<file path="src/rtl/jedro_1_mem_arbiter.sv">
// Two-master arbiter (instruction fetch + load/store) for one single-port synchronous RAM.
// Define JEDRO_1_MEM_ARB_ROUND_ROBIN_EN for round-robin contention instead of data priority with a starvation guard.
module jedro_1_mem_arbiter #(
   parameter int unsigned ADDR_WIDTH   = 32,
   parameter int unsigned DATA_WIDTH   = 32,
   parameter int unsigned STARVE_LIMIT = 4
) (
   input  logic                    clk_i,
   input  logic                    rst_i,
   input  logic                    if_req_i,
   input  logic [ADDR_WIDTH-1:0]   if_addr_i,
   output logic                    if_gnt_o,
   output logic                    if_rvalid_o,
   output logic [DATA_WIDTH-1:0]   if_rdata_o,
   input  logic                    lsu_req_i,
   input  logic                    lsu_we_i,
   input  logic [DATA_WIDTH/8-1:0] lsu_be_i,
   input  logic [ADDR_WIDTH-1:0]   lsu_addr_i,
   input  logic [DATA_WIDTH-1:0]   lsu_wdata_i,
   output logic                    lsu_gnt_o,
   output logic                    lsu_rvalid_o,
   output logic [DATA_WIDTH-1:0]   lsu_rdata_o,
   output logic                    mem_en_o,
   output logic [DATA_WIDTH/8-1:0] mem_we_o,
   output logic [ADDR_WIDTH-1:0]   mem_addr_o,
   output logic [DATA_WIDTH-1:0]   mem_wdata_o,
   input  logic [DATA_WIDTH-1:0]   mem_rdata_i
);

   localparam int unsigned BE_WIDTH  = DATA_WIDTH / 8;
   localparam int unsigned CNT_WIDTH = 4;

   logic rst_q;
   logic block;
   logic if_win;
   logic lsu_win;
   logic tag_valid;
   logic tag_lsu;
   logic rsp_ok;

   // Grants are suppressed in the reset cycle and the cycle right after it.
   assign block = rst_i | rst_q;

`ifdef JEDRO_1_MEM_ARB_ROUND_ROBIN_EN
   logic rr_last;

   always_comb begin
      if_win  = 1'b0;
      lsu_win = 1'b0;
      if (!block) begin
         if (if_req_i && lsu_req_i) begin
            if (rr_last) if_win  = 1'b1;
            else         lsu_win = 1'b1;
         end else begin
            if_win  = if_req_i;
            lsu_win = lsu_req_i;
         end
      end
   end

   // rr_last: 0 = fetch won last, 1 = load/store won last
   always_ff @(posedge clk_i) begin
      if (rst_i) begin
         rr_last <= 1'b0;
      end else if (lsu_win) begin
         rr_last <= 1'b1;
      end else if (if_win) begin
         rr_last <= 1'b0;
      end
   end
`else
   logic [CNT_WIDTH-1:0] starve_cnt;
   logic                 starved;

   assign starved = (starve_cnt == CNT_WIDTH'(STARVE_LIMIT));

   always_comb begin
      if_win  = 1'b0;
      lsu_win = 1'b0;
      if (!block) begin
         if (if_req_i && lsu_req_i) begin
            if (starved) if_win  = 1'b1;
            else         lsu_win = 1'b1;
         end else begin
            if_win  = if_req_i;
            lsu_win = lsu_req_i;
         end
      end
   end

   // Counts consecutive lost fetch cycles; held at zero through the post-reset blackout.
   always_ff @(posedge clk_i) begin
      if (rst_i || rst_q) begin
         starve_cnt <= '0;
      end else if (!if_req_i || if_win) begin
         starve_cnt <= '0;
      end else if (!starved) begin
         starve_cnt <= starve_cnt + CNT_WIDTH'(1);
      end
   end
`endif

   assign if_gnt_o  = if_win;
   assign lsu_gnt_o = lsu_win;

   // RAM request muxed from the winner; idle drives zeros.
   always_comb begin
      mem_en_o    = if_win | lsu_win;
      mem_we_o    = '0;
      mem_addr_o  = '0;
      mem_wdata_o = '0;
      if (lsu_win) begin
         mem_addr_o  = lsu_addr_i;
         mem_wdata_o = lsu_wdata_i;
         if (lsu_we_i) mem_we_o = BE_WIDTH'(lsu_be_i);
      end else if (if_win) begin
         mem_addr_o = if_addr_i;
      end
   end

   // One-deep owner tag for the read issued this cycle.
   always_ff @(posedge clk_i) begin
      rst_q <= rst_i;
      if (rst_i) begin
         tag_valid <= 1'b0;
         tag_lsu   <= 1'b0;
      end else begin
         tag_valid <= if_win | (lsu_win & ~lsu_we_i);
         tag_lsu   <= lsu_win;
      end
   end

   // A read in flight when reset arrives is dropped.
   assign rsp_ok       = tag_valid & ~rst_i;
   assign if_rvalid_o  = rsp_ok & ~tag_lsu;
   assign lsu_rvalid_o = rsp_ok & tag_lsu;
   assign if_rdata_o   = if_rvalid_o  ? mem_rdata_i : '0;
   assign lsu_rdata_o  = lsu_rvalid_o ? mem_rdata_i : '0;

endmodule

</file>
<file path="config.mk">
export PLATFORM = sky130hd
export DESIGN_NAME = jedro_1_mem_arbiter
export DESIGN_NICKNAME = d
export VERILOG_FILES = /design/src/rtl/jedro_1_mem_arbiter.sv
export SDC_FILE = /design/constraint.sdc
export NUM_CORES = 1
export LEC_CHECK = 0
export BUFFER_PORTS_ARGS = -buffer_cell sky130_fd_sc_hd__buf_2
export CAP_MARGIN = 10
export CORE_AREA = 3 3 105 107
export DETAILED_ROUTE_END_ITERATION = 10
export DIE_AREA = 0 0 108 110
export RECOVER_POWER = 50
export SYNTH_ARGS = -nofsm -noshare
export SYNTH_HDL_FRONTEND = slang
export SYNTH_SLANG_ARGS = --single-unit
</file>
<file path="constraint.sdc">
create_clock -name clk_i -period 3 [get_ports clk_i]
set_clock_uncertainty 0.1 [all_clocks]
set_input_delay 0.15 -clock clk_i [delete_from_list [all_inputs] [get_ports clk_i]]
set_output_delay 0.15 -clock clk_i [all_outputs]
set_load 0.01 [all_outputs]
</file>
==> flow_summary_export.csv, run 1 <==
group,metric,value,unit
min_path,min_path_cells,1,
synthesis,yosysWarnings,0,
route,ant_nets,0,
setup_path,critPathRequiredTime,2.75,ns
min_path,hold_end,"rst_q",
synthesis,synth_seq_cells,7,
cts,clock_latency,0.22,ns
cts,cts_buffers,3,
die,pin_count,274,
grt,grt_util_all_layers,0.110,
die,core-area,10200,um2
layout,fin_area,2980,um2
cts,cts-root-buf,"clkbuf_8",
timing,fin_setup_tns,0,ns
die,die_w,108,um
layout,fin_nets,656,
timing,finalSetupViolCount,0,
min_path,hold_path_startpoint,"rst_i",
placement,gp_congestion,0.890,
cts,cts_hold_buf,0,
timing,finalHoldViolations,0,
route,viasPerCell,3.89,
cts,htreeDepth,1,
power_and_ir_drop,power_density,157,nW/um2
route,first_pass_iters,4,
timing,tightest_slew,1.08,ns
synthesis,ys_seq_area_frac,0.0917,
power_and_ir_drop,vdd_drop_max,0.102,mV
cts,clock-sinks,7,
synthesis,syn_nets,394,
min_path,hold_path.class,"in -> reg",
placement,dp_hpwl,6580,um
layout,syn_to_final_growth,95.2,%
setup_path,rr_startpoint,"rst_q",
die,die_area,11900,um2
setup_path,worstRegToRegCells,3,
cts,post_cts_resize_count,0,
cts,cts_buffer_depth,2,
setup_path,crit_fanout,17,
timing,maxSlewViolCount,0,
setup_path,crit_path_start_kind,"flop",
layout,antenna_cells,0,
route,drc,0,
run,maxCapViolations,0,
grt,grt_max_degree,38,
cts,cts_setup_buffers,0,
grt,antenna_found_initial,0,
timing,fin_crit,2.31,ns
grt,grt_pass1_wl,10600,um
placement,dpl_cell_area,3000,um2
setup_path,endpoint_kind,"output port",
synthesis,yosysUniqueCellTypes,26,
die,initial_core_util,0.149,
synthesis,syn_inst,255,
timing,finalCritPeriodShare,0.770,
power_and_ir_drop,p_leak,1.70,nW
layout,drive_above_1_share,0.469,
synthesis,synth_area,1530,um2
route,drtIter0Drc,118,
route,wl_per_cell,12.0,um
placement,portBuffers,273,
route,vias,2539,
grt,overflow,0,
synthesis,avgSynthCellArea,5.99,um2
timing,slew_headroom,0.281,
die,die_h,110,um
setup_path,reg2reg_slack,1.47,ns
setup_path,critPathArrivalTime,2.06,ns
grt,first_global_vias,2153,
timing,rsz0062_at_grt,"no",
status,outcome,"complete, no violations",
setup_path,crit_type,"reg -> out",
cts,clkTransAtPathRegs,0.04,ns
setup_path,rr_endpoint,"tag_valid",
route,totalWireLength,7840,um
die,rows,37,
timing,fmax,0.433,GHz
cts,cts_tree,"yes",
## where the power goes
group | switching [mW] | internal (mW) | total [mW]
sequential | 0.00151 | 0.0958 | 0.0973
clock | 0.0388 | 0.0918 | 0.131
combinational | 0.119 | 0.121 | 0.240
total | 0.160 | 0.308 | 0.468
## cells in the mapped netlist
master	number	area [um2]
nand4b_1	1	8.76
nor2_1	2	7.51
nor3b_1	1	7.51
nand2_1	65	244
nand3_1	2	10.0
buf_2	6	30.0
nand3b_1	1	7.51
nor2_2	1	6.26
a21boi_0	1	7.51
and3b_1	2	17.5
nor3_1	2	10.0
dfxtp_1	7	140
a21oi_1	1	5.00
o22ai_1	32	200
inv_1	3	11.3
and3_1	6	37.5
clkbuf_1	10	37.5
buf_1	3	11.3
ha_1	2	25.0
and2_1	96	601
buf_6	4	45.0
mux2i_1	1	10.0
nor3b_2	1	12.5
o21ai_2	1	8.76
nand2b_1	3	18.8
o21a_1	1	7.51
## worst max-delay path, stage by stage, from the launching register on
cell      delay [ns]
dfxtp_1         0.37
inv_1           0.06
ha_1            0.23
nand4b_1        0.14
nand2_1         0.34
buf_4           0.35
o22ai_1         0.19
buf_2           0.16
## cells by family after synthesis
family / after synthesis / synth area share
buffers and inverters: 26 / 0.0885
flip-flops: 7 / 0.0917
adder cells (fa/ha/maj): 2 / 0.0164
AO/OA/AOI/OAI: 36 / 0.150
multiplexers: 1 / 0.00655
AND/OR/NAND/NOR: 183 / 0.647
## sequential cells by signal, indices dropped and copies added, names as in the netlist
signal      count
starve_cnt      4
tag_lsu         1
rst_q           1
tag_valid       1
## per-stage QoR
step	power, mW	hold WS, ns	setup WS (ns)	std cells	utilization
6_report	0.468	0.0520	0.689	652	0.291
4_1_cts	0.476	0.0152	0.684	652	0.297
3_3_place_gp	0.342	0.250	0.960	648	0.293
2_1_floorplan	0.202	0.0777	1.40	255	-
3_5_place_dp	0.342	0.247	0.919	648	0.293
5_1_grt	0.508	0.0658	0.507	652	0.291
## routing by layer
layer | up-vias | share of wire | global-route usage
met1 | 1066 | 0.39 | 0.130
met3 | 2 | 0.090 | 0.0280
li1 | 1351 | - | -
met2 | 120 | 0.52 | 0.208
met5 | - | 0 | 0
met4 | 0 | 0.0014 | 0.0108
## layout make-up
type / instances / area, um2
fillers: 1202 / 7250
repair buffers: 280 / 1360
multi-input cells: 222 / 1250
well taps: 136 / 170
flip-flops and latches: 7 / 140
clock buffers: 4 / 45.0
inverters: 3 / 11.3
## worst max path at each step
stage,startpoint,to,slack (ns),cells after the start
5_1_grt,starve_cnt[0],mem_addr_o[10],0.51,7
3_5_place_dp,starve_cnt[0],mem_addr_o[9],0.92,7
2_1_floorplan,starve_cnt[0],mem_addr_o[10],1.40,6
4_1_cts,starve_cnt[0],mem_addr_o[9],0.68,7
6_report,starve_cnt[0],mem_addr_o[28],0.69,7
3_3_place_gp,starve_cnt[0],mem_addr_o[5],0.96,7
## placed cells by master (no fill, tap or decap), types with 2 or more instances in the layout
| cell | synthesis | layout |
|---|---|---|
| buf_2 | 6 | 231 |
| and2_1 | 96 | 74 |
| nand2_1 | 65 | 65 |
| clkbuf_1 | 10 | 44 |
| o22ai_1 | 32 | 32 |
| and2_0 | 0 | 22 |
| dfxtp_1 | 7 | 7 |
| and3_1 | 6 | 6 |
| buf_4 | 0 | 6 |
| inv_1 | 3 | 3 |
| nand2b_1 | 3 | 3 |
| clkbuf_8 | 0 | 3 |
| and3b_1 | 2 | 2 |
| nor3_1 | 2 | 2 |
| nor3b_1 | 1 | 2 |
| nand3_1 | 2 | 2 |
| nor2_1 | 2 | 2 |
| ha_1 | 2 | 2 |
(Power assumes the default switching activity.)
==> run 2: changes to the inputs <==
--- a/config.mk
+++ b/config.mk
@@ -7,9 +7,9 @@
 export LEC_CHECK = 0
 export BUFFER_PORTS_ARGS = -buffer_cell sky130_fd_sc_hd__buf_2
 export CAP_MARGIN = 10
-export CORE_AREA = 3 3 105 107
+export CORE_AREA = 3 3 106 108
 export DETAILED_ROUTE_END_ITERATION = 10
-export DIE_AREA = 0 0 108 110
+export DIE_AREA = 0 0 109 111
 export RECOVER_POWER = 50
 export SYNTH_ARGS = -nofsm -noshare
 export SYNTH_HDL_FRONTEND = slang
==> constraint.sdc (replaced) <==
create_clock -name clk_i -period 2.09 [get_ports clk_i]
set_clock_uncertainty 0.1 [all_clocks]
set_input_delay 0.1045 -clock clk_i [delete_from_list [all_inputs] [get_ports clk_i]]
set_output_delay 0.1045 -clock clk_i [all_outputs]
set_load 0.01 [all_outputs]
==> run 2 against run 1 <==
  * Worst setup slack got worse by 0.53 ns
  * Wire length down 4.4%
  * Utilization up 0.11 points
  * Die area up 1.8%
==> flow_summary_export.csv, run 2 (synthesis gave the netlist of run 1 again) <==
group,metric,value,unit
status,outcome,"complete, no violations",
route,drc,0,
timing,fin_setup_tns,0,ns
timing,fmax,0.518,GHz
setup_path,worst_setup_path_endpoint,"mem_addr_o[11]",
route,viasPerCell,3.96,
die,die_w,109,um
cts,clkTransAtPathRegs,0.04,ns
grt,antenna_found_initial,0,
route,met1_length,2970,um
run,maxCapViolations,0,
die,core-area,10300,um2
route,wl_per_cell,11.5,um
cts,cts_tree,"yes",
layout,mostFrequentLayoutCell,"buf_2",
die,die_h,111,um
grt,first_global_vias,2314,
layout,drive_above_1_share,0.445,
setup_path,rr_startpoint,"starve_cnt[1]",
die,initial_core_util,0.148,
cts,cts_buffers,3,
layout,layout_common_cells,"217 x buf_2, 91 x and2_1, 65 x nand2_1",
setup_path,worstRegToRegCells,6,
cts,cts-root-buf,"clkbuf_8",
timing,finalHoldViolations,0,
layout,fin_nets,657,
setup_path,critPathArrivalTime,1.73,ns
setup_path,slowest_delay,0.35,ns
setup_path,crit_path_start_kind,"flop",
route,totalWireLength,7490,um
route,dr_wl_met3,737,um
layout,syn_to_final_growth,97.7,%
placement,gp_congestion,0.814,
layout,multi_input_area,1250,um2
route,first_pass_iters,6,
die,pin_count,274,
cts,cts_buffer_depth,2,
setup_path,crit_fanout,33,
placement,dp_hpwl,6120,um
timing,slew_headroom,0.829,
min_path,hold_path.class,"in -> reg",
timing,rsz0062_at_grt,"no",
placement,portBuffers,273,
power_and_ir_drop,power_density,226,nW/um2
die,die_area,12100,um2
setup_path,cp_slowest_cell,"dfxtp_1",
grt,grt_util_all_layers,0.109,
route,ant_nets,0,
timing,tightest_slew,0.257,ns
timing,finalSetupViolCount,0,
setup_path,crit_start,"starve_cnt[1]",
grt,overflow,0,
layout,antenna_cells,0,
timing,fin_crit,1.93,ns
route,drtIter0Drc,82,
route,vias,2583,
layout,regMostFlops,"starve_cnt",
setup_path,rr_endpoint,"tag_valid",
die,rows,37,
route,top_layer,"met4",
grt,grt_max_degree,63,
power_and_ir_drop,p_leak,1.68,nW
placement,dp_cells,647,
placement,dpl_cell_area,3030,um2
cts,clock_latency,0.23,ns
timing,finalCritPeriodShare,0.924,
setup_path,critPathRequiredTime,1.89,ns
timing,maxSlewViolCount,0,
setup_path,crit_path_cell_trace,"inv_1 -> ha_1 -> and3b_1 -> o21ai_2 -> buf_12 -> o22ai_1 -> buf_2",
layout,largest_reg_flops,4,
power_and_ir_drop,vdd_drop_max,0.135,mV
route,met2WireLength,3740,um
layout,seqCellArea,141,um2
setup_path,endpoint_kind,"output port",
setup_path,crit_type,"reg -> out",
cts,htreeDepth,1,
layout,post_layout_nonfiller_instances,653,
cts,clock-sinks,7,
grt,grt_pass1_wl,11000,um
setup_path,reg2reg_slack,0.50,ns
layout,fill_cells,1197,
layout,fin_area,3020,um2
## run 2: cell count changes in the layout (fill, tap and decap cells not counted), moves of 3 or more
cell,previous run,this run
buf_4,6,3
buf_12,0,3
and2_1,74,91
clkbuf_1,44,57
and2_0,22,5
buf_2,231,217
## run 2: what timing repair did
action,CTS,global route
gates resized for setup,0,2
endpoints found under the setup margin,0,39
buffers inserted,0,1
hold buffers,1,0
endpoints found under the hold margin,1,0
## run 2: metrics by stage
step                setup WS, ns  hold WS (ns)  utilization  total power [mW]
floorplan                  0.535        0.0322            -             0.289
finish                     0.159        0.0894        0.293             0.683
CTS                       0.0227        0.0857        0.299             0.696
detailed placement         0.359         0.218        0.293             0.494
global route              0.0475        0.0981        0.293             0.744
global placement           0.386         0.217        0.293             0.496
## run 2: worst max-delay path: cells and delay by family (launching register included)
kind	cells	cell delay, ns
flops	1	0.35
simple gates	1	0.23
buf+inv	3	0.42
fa+ha+maj	1	0.21
compound gates	2	0.28
## run 2: worst min-delay path by stage
| stage | from | endpoint | cells past startpoint |
|---|---|---|---|
| detailed placement | rst_i | rst_q | 1 |
| global route | lsu_req_i | tag_lsu | 2 |
| global placement | rst_i | rst_q | 1 |
| CTS | lsu_req_i | tag_lsu | 2 |
| finish | lsu_req_i | tag_lsu | 2 |
| floorplan | rst_i | rst_q | 0 |
## run 2: routing by layer
layer | vias up | GRT usage
met3 | 6 | 0.0291
met2 | 125 | 0.198
met5 | - | 0
li1 | 1351 | -
met4 | 0 | 0.0177
met1 | 1101 | 0.128
## run 2: where the power goes
part,switching (mW),internal (mW)
combinational,0.170,0.182
sequential,0.00224,0.138
clock,0.0594,0.132
total,0.231,0.452
## run 2: cell type report
type,count,area share
clock buffer,4,0.0149
inverter,3,0.00373
multi-input combinational,222,0.415
sequential,7,0.0468
tap,136,0.0563
timing repair buffer,281,0.464
==> run 3: changes to the inputs <==
--- a/config.mk
+++ b/config.mk
@@ -5,11 +5,12 @@
 export SDC_FILE = /design/constraint.sdc
 export NUM_CORES = 1
 export LEC_CHECK = 0
-export BUFFER_PORTS_ARGS = -buffer_cell sky130_fd_sc_hd__buf_2
 export CAP_MARGIN = 10
-export CORE_AREA = 3 3 106 108
+export CORE_AREA = 3 3 107 109
 export DETAILED_ROUTE_END_ITERATION = 10
-export DIE_AREA = 0 0 109 111
+export DIE_AREA = 0 0 110 112
+export DONT_BUFFER_PORTS = 1
+export HOLD_SLACK_MARGIN = 0.1
 export RECOVER_POWER = 50
 export SYNTH_ARGS = -nofsm -noshare
 export SYNTH_HDL_FRONTEND = slang
==> run 3 against run 2 <==
  * Critical path depth did not move
  * Final cell count down 38%
  * Hold slack better by 0.16 ns
  * Flip-flop and latch count did not move
  * Wire length fell by 7.0%
  * Design area down 36%
==> flow_summary_export.csv, run 3 (synthesis gave the netlist of run 1 again) <==
group,metric,value,unit
die,core-area,10700,um2
route,ant_nets,0,
layout,largest_reg_flops,4,
power_and_ir_drop,power.switching,189,uW
setup_path,crit_path_cell_trace,"inv_1 -> ha_2 -> and3b_2 -> o21ai_4 -> clkbuf_16 -> o22ai_1 -> buf_4",
layout,drive_above_1_share,0.124,
route,drc,0,
power_and_ir_drop,combPwrFrac,0.388,
cts,cts_tree,"yes",
die,die_w,110,um
timing,finalSetupViolCount,0,
power_and_ir_drop,intPower,351,uW
setup_path,crit_fanout,8,
grt,grt_pass1_wl,8550,um
grt,first_global_vias,1598,
placement,portBuffers,0,
power_and_ir_drop,total_power,540,uW
layout,antenna_cells,0,
power_and_ir_drop,p_sw_frac,0.350,
layout,fin_nets,407,
route,totalWireLength,6970,um
setup_path,cp_slowest_cell,"dfxtp_1",
timing,tightest_slew,0.585,ns
status,outcome,"complete, no violations",
timing,slew_headroom,0.610,
cts,clock-sinks,7,
grt,overflow,0,
cts,cts-root-buf,"clkbuf_8",
timing,fin_setup_tns,0,ns
cts,cts_buffer_depth,2,
cts,clock_latency,0.23,ns
setup_path,slowest_delay,0.36,ns
timing,maxSlewViolCount,0,
timing,finalHoldViolations,0,
setup_path,critPathRequiredTime,1.89,ns
route,drtIter0Drc,102,
timing,finalHoldWorstSlack,0.247,ns
cts,clkTransAtPathRegs,0.04,ns
route,wl_per_cell,17.1,um
die,initial_core_util,0.143,
power_and_ir_drop,power_density,281,nW/um2
timing,fin_crit,2.03,ns
die,die_area,12300,um2
layout,mostFrequentLayoutCell,"nand2_1",
timing,rsz0062_at_grt,"no",
grt,grt_max_degree,53,
placement,gp_congestion,0.733,
setup_path,crit_path_start_kind,"flop",
run,maxCapViolations,0,
die,rows,38,
cts,htreeDepth,1,
min_path,hold_path.class,"in -> out",
cts,cts_buffers,3,
layout,layout_common_cells,"65 x nand2_1, 64 x and2_0, 32 x and2_1, 32 x o22ai_1, 20 x buf_4",
route,vias,1833,
setup_path,crit_type,"reg -> out",
setup_path,endpoint_kind,"output port",
timing,fmax,0.493,GHz
power_and_ir_drop,clkPwrFrac,0.353,
placement,dp_hpwl,5420,um
layout,regMostFlops,"starve_cnt",
setup_path,critPathArrivalTime,1.83,ns
power_and_ir_drop,p_leak,0.704,nW
grt,antenna_found_initial,0,
timing,finalCritPeriodShare,0.971,
die,pin_count,274,
power_and_ir_drop,vdd_drop_max,0.133,mV
route,viasPerCell,4.50,
route,first_pass_iters,7,
die,die_h,112,um
power_and_ir_drop,pwr-share-seq,0.259,
layout,syn_to_final_growth,25.6,%
grt,grt_util_all_layers,0.0892,
-- run 3: cell count changes in the layout (fill, tap and decap cells not counted), moves of 4 or more --
cell,previous run,this run
and2_0,5,64
and2_1,91,32
buf_4,3,20
clkbuf_1,57,2
buf_2,217,0
dlygate4sd3_1,1,5
-- run 3: cell type report --
cell class                 count  area [um2]
multi-input combinational    222        1260
sequential                     7         141
tap                          140         175
timing repair buffer          31         284
fill                        1200        8780
inverter                       3        11.3
clock buffer                   4        45.0
-- run 3: through the flow --
step / cell area (um2) / cells / utilization / worst slack, ns
after global routing: 1920 / 407 / 0.179 / 0.00598
after floorplan: 1530 / 255 / - / 0.535
after global placement: 1770 / 395 / 0.165 / 0.456
final: 1920 / 407 / 0.179 / 0.0601
after detailed placement: 1770 / 395 / 0.165 / 0.351
after CTS: 1860 / 404 / 0.174 / 0.106
-- run 3: final timing paths --
path              depth (start not counted)     startpoint  slack, ns             end
setup reg to reg                          4          rst_q       0.16         tag_lsu
setup / recovery                          7  starve_cnt[1]       0.06  mem_addr_o[28]
hold / removal                            1       if_req_i       0.25        mem_en_o
hold reg to reg                           1  starve_cnt[0]       0.36   starve_cnt[0]
-- run 3: power by group through the flow --
stage	logic, mW	clock network [mW]	registers, mW
6_report	0.209	0.191	0.140
3_3_place_gp	0.185	0	0.143
2_1_floorplan	0.148	0	0.141
3_5_place_dp	0.189	0	0.143
5_1_grt	0.228	0.204	0.140
4_1_cts	0.198	0.196	0.141
-- run 3: timing repair --
action / 4_1_cts / 5_1_grt
hold endpoints to repair: 7 / 0
setup buffers: 0 / 1
hold buffers: 5 / 0
resized for setup: 0 / 4
endpoints found under the setup margin: 0 / 4
-- run 3: critical path: cells and delay by family (launching register included) --
kind	cells	cell delay, ns
flops	1	0.36
buf+inv	3	0.45
simple gates	1	0.23
compound gates	2	0.36
fa+ha+maj	1	0.19
-- run 3: layer usage --
layer	wire length, um	vias to the layer above	global-route usage
met5	0	-	0
met4	58	0	0.0191
met3	675	6	0.0249
met2	3640	144	0.157
met1	2600	833	0.106
li1	-	850	-
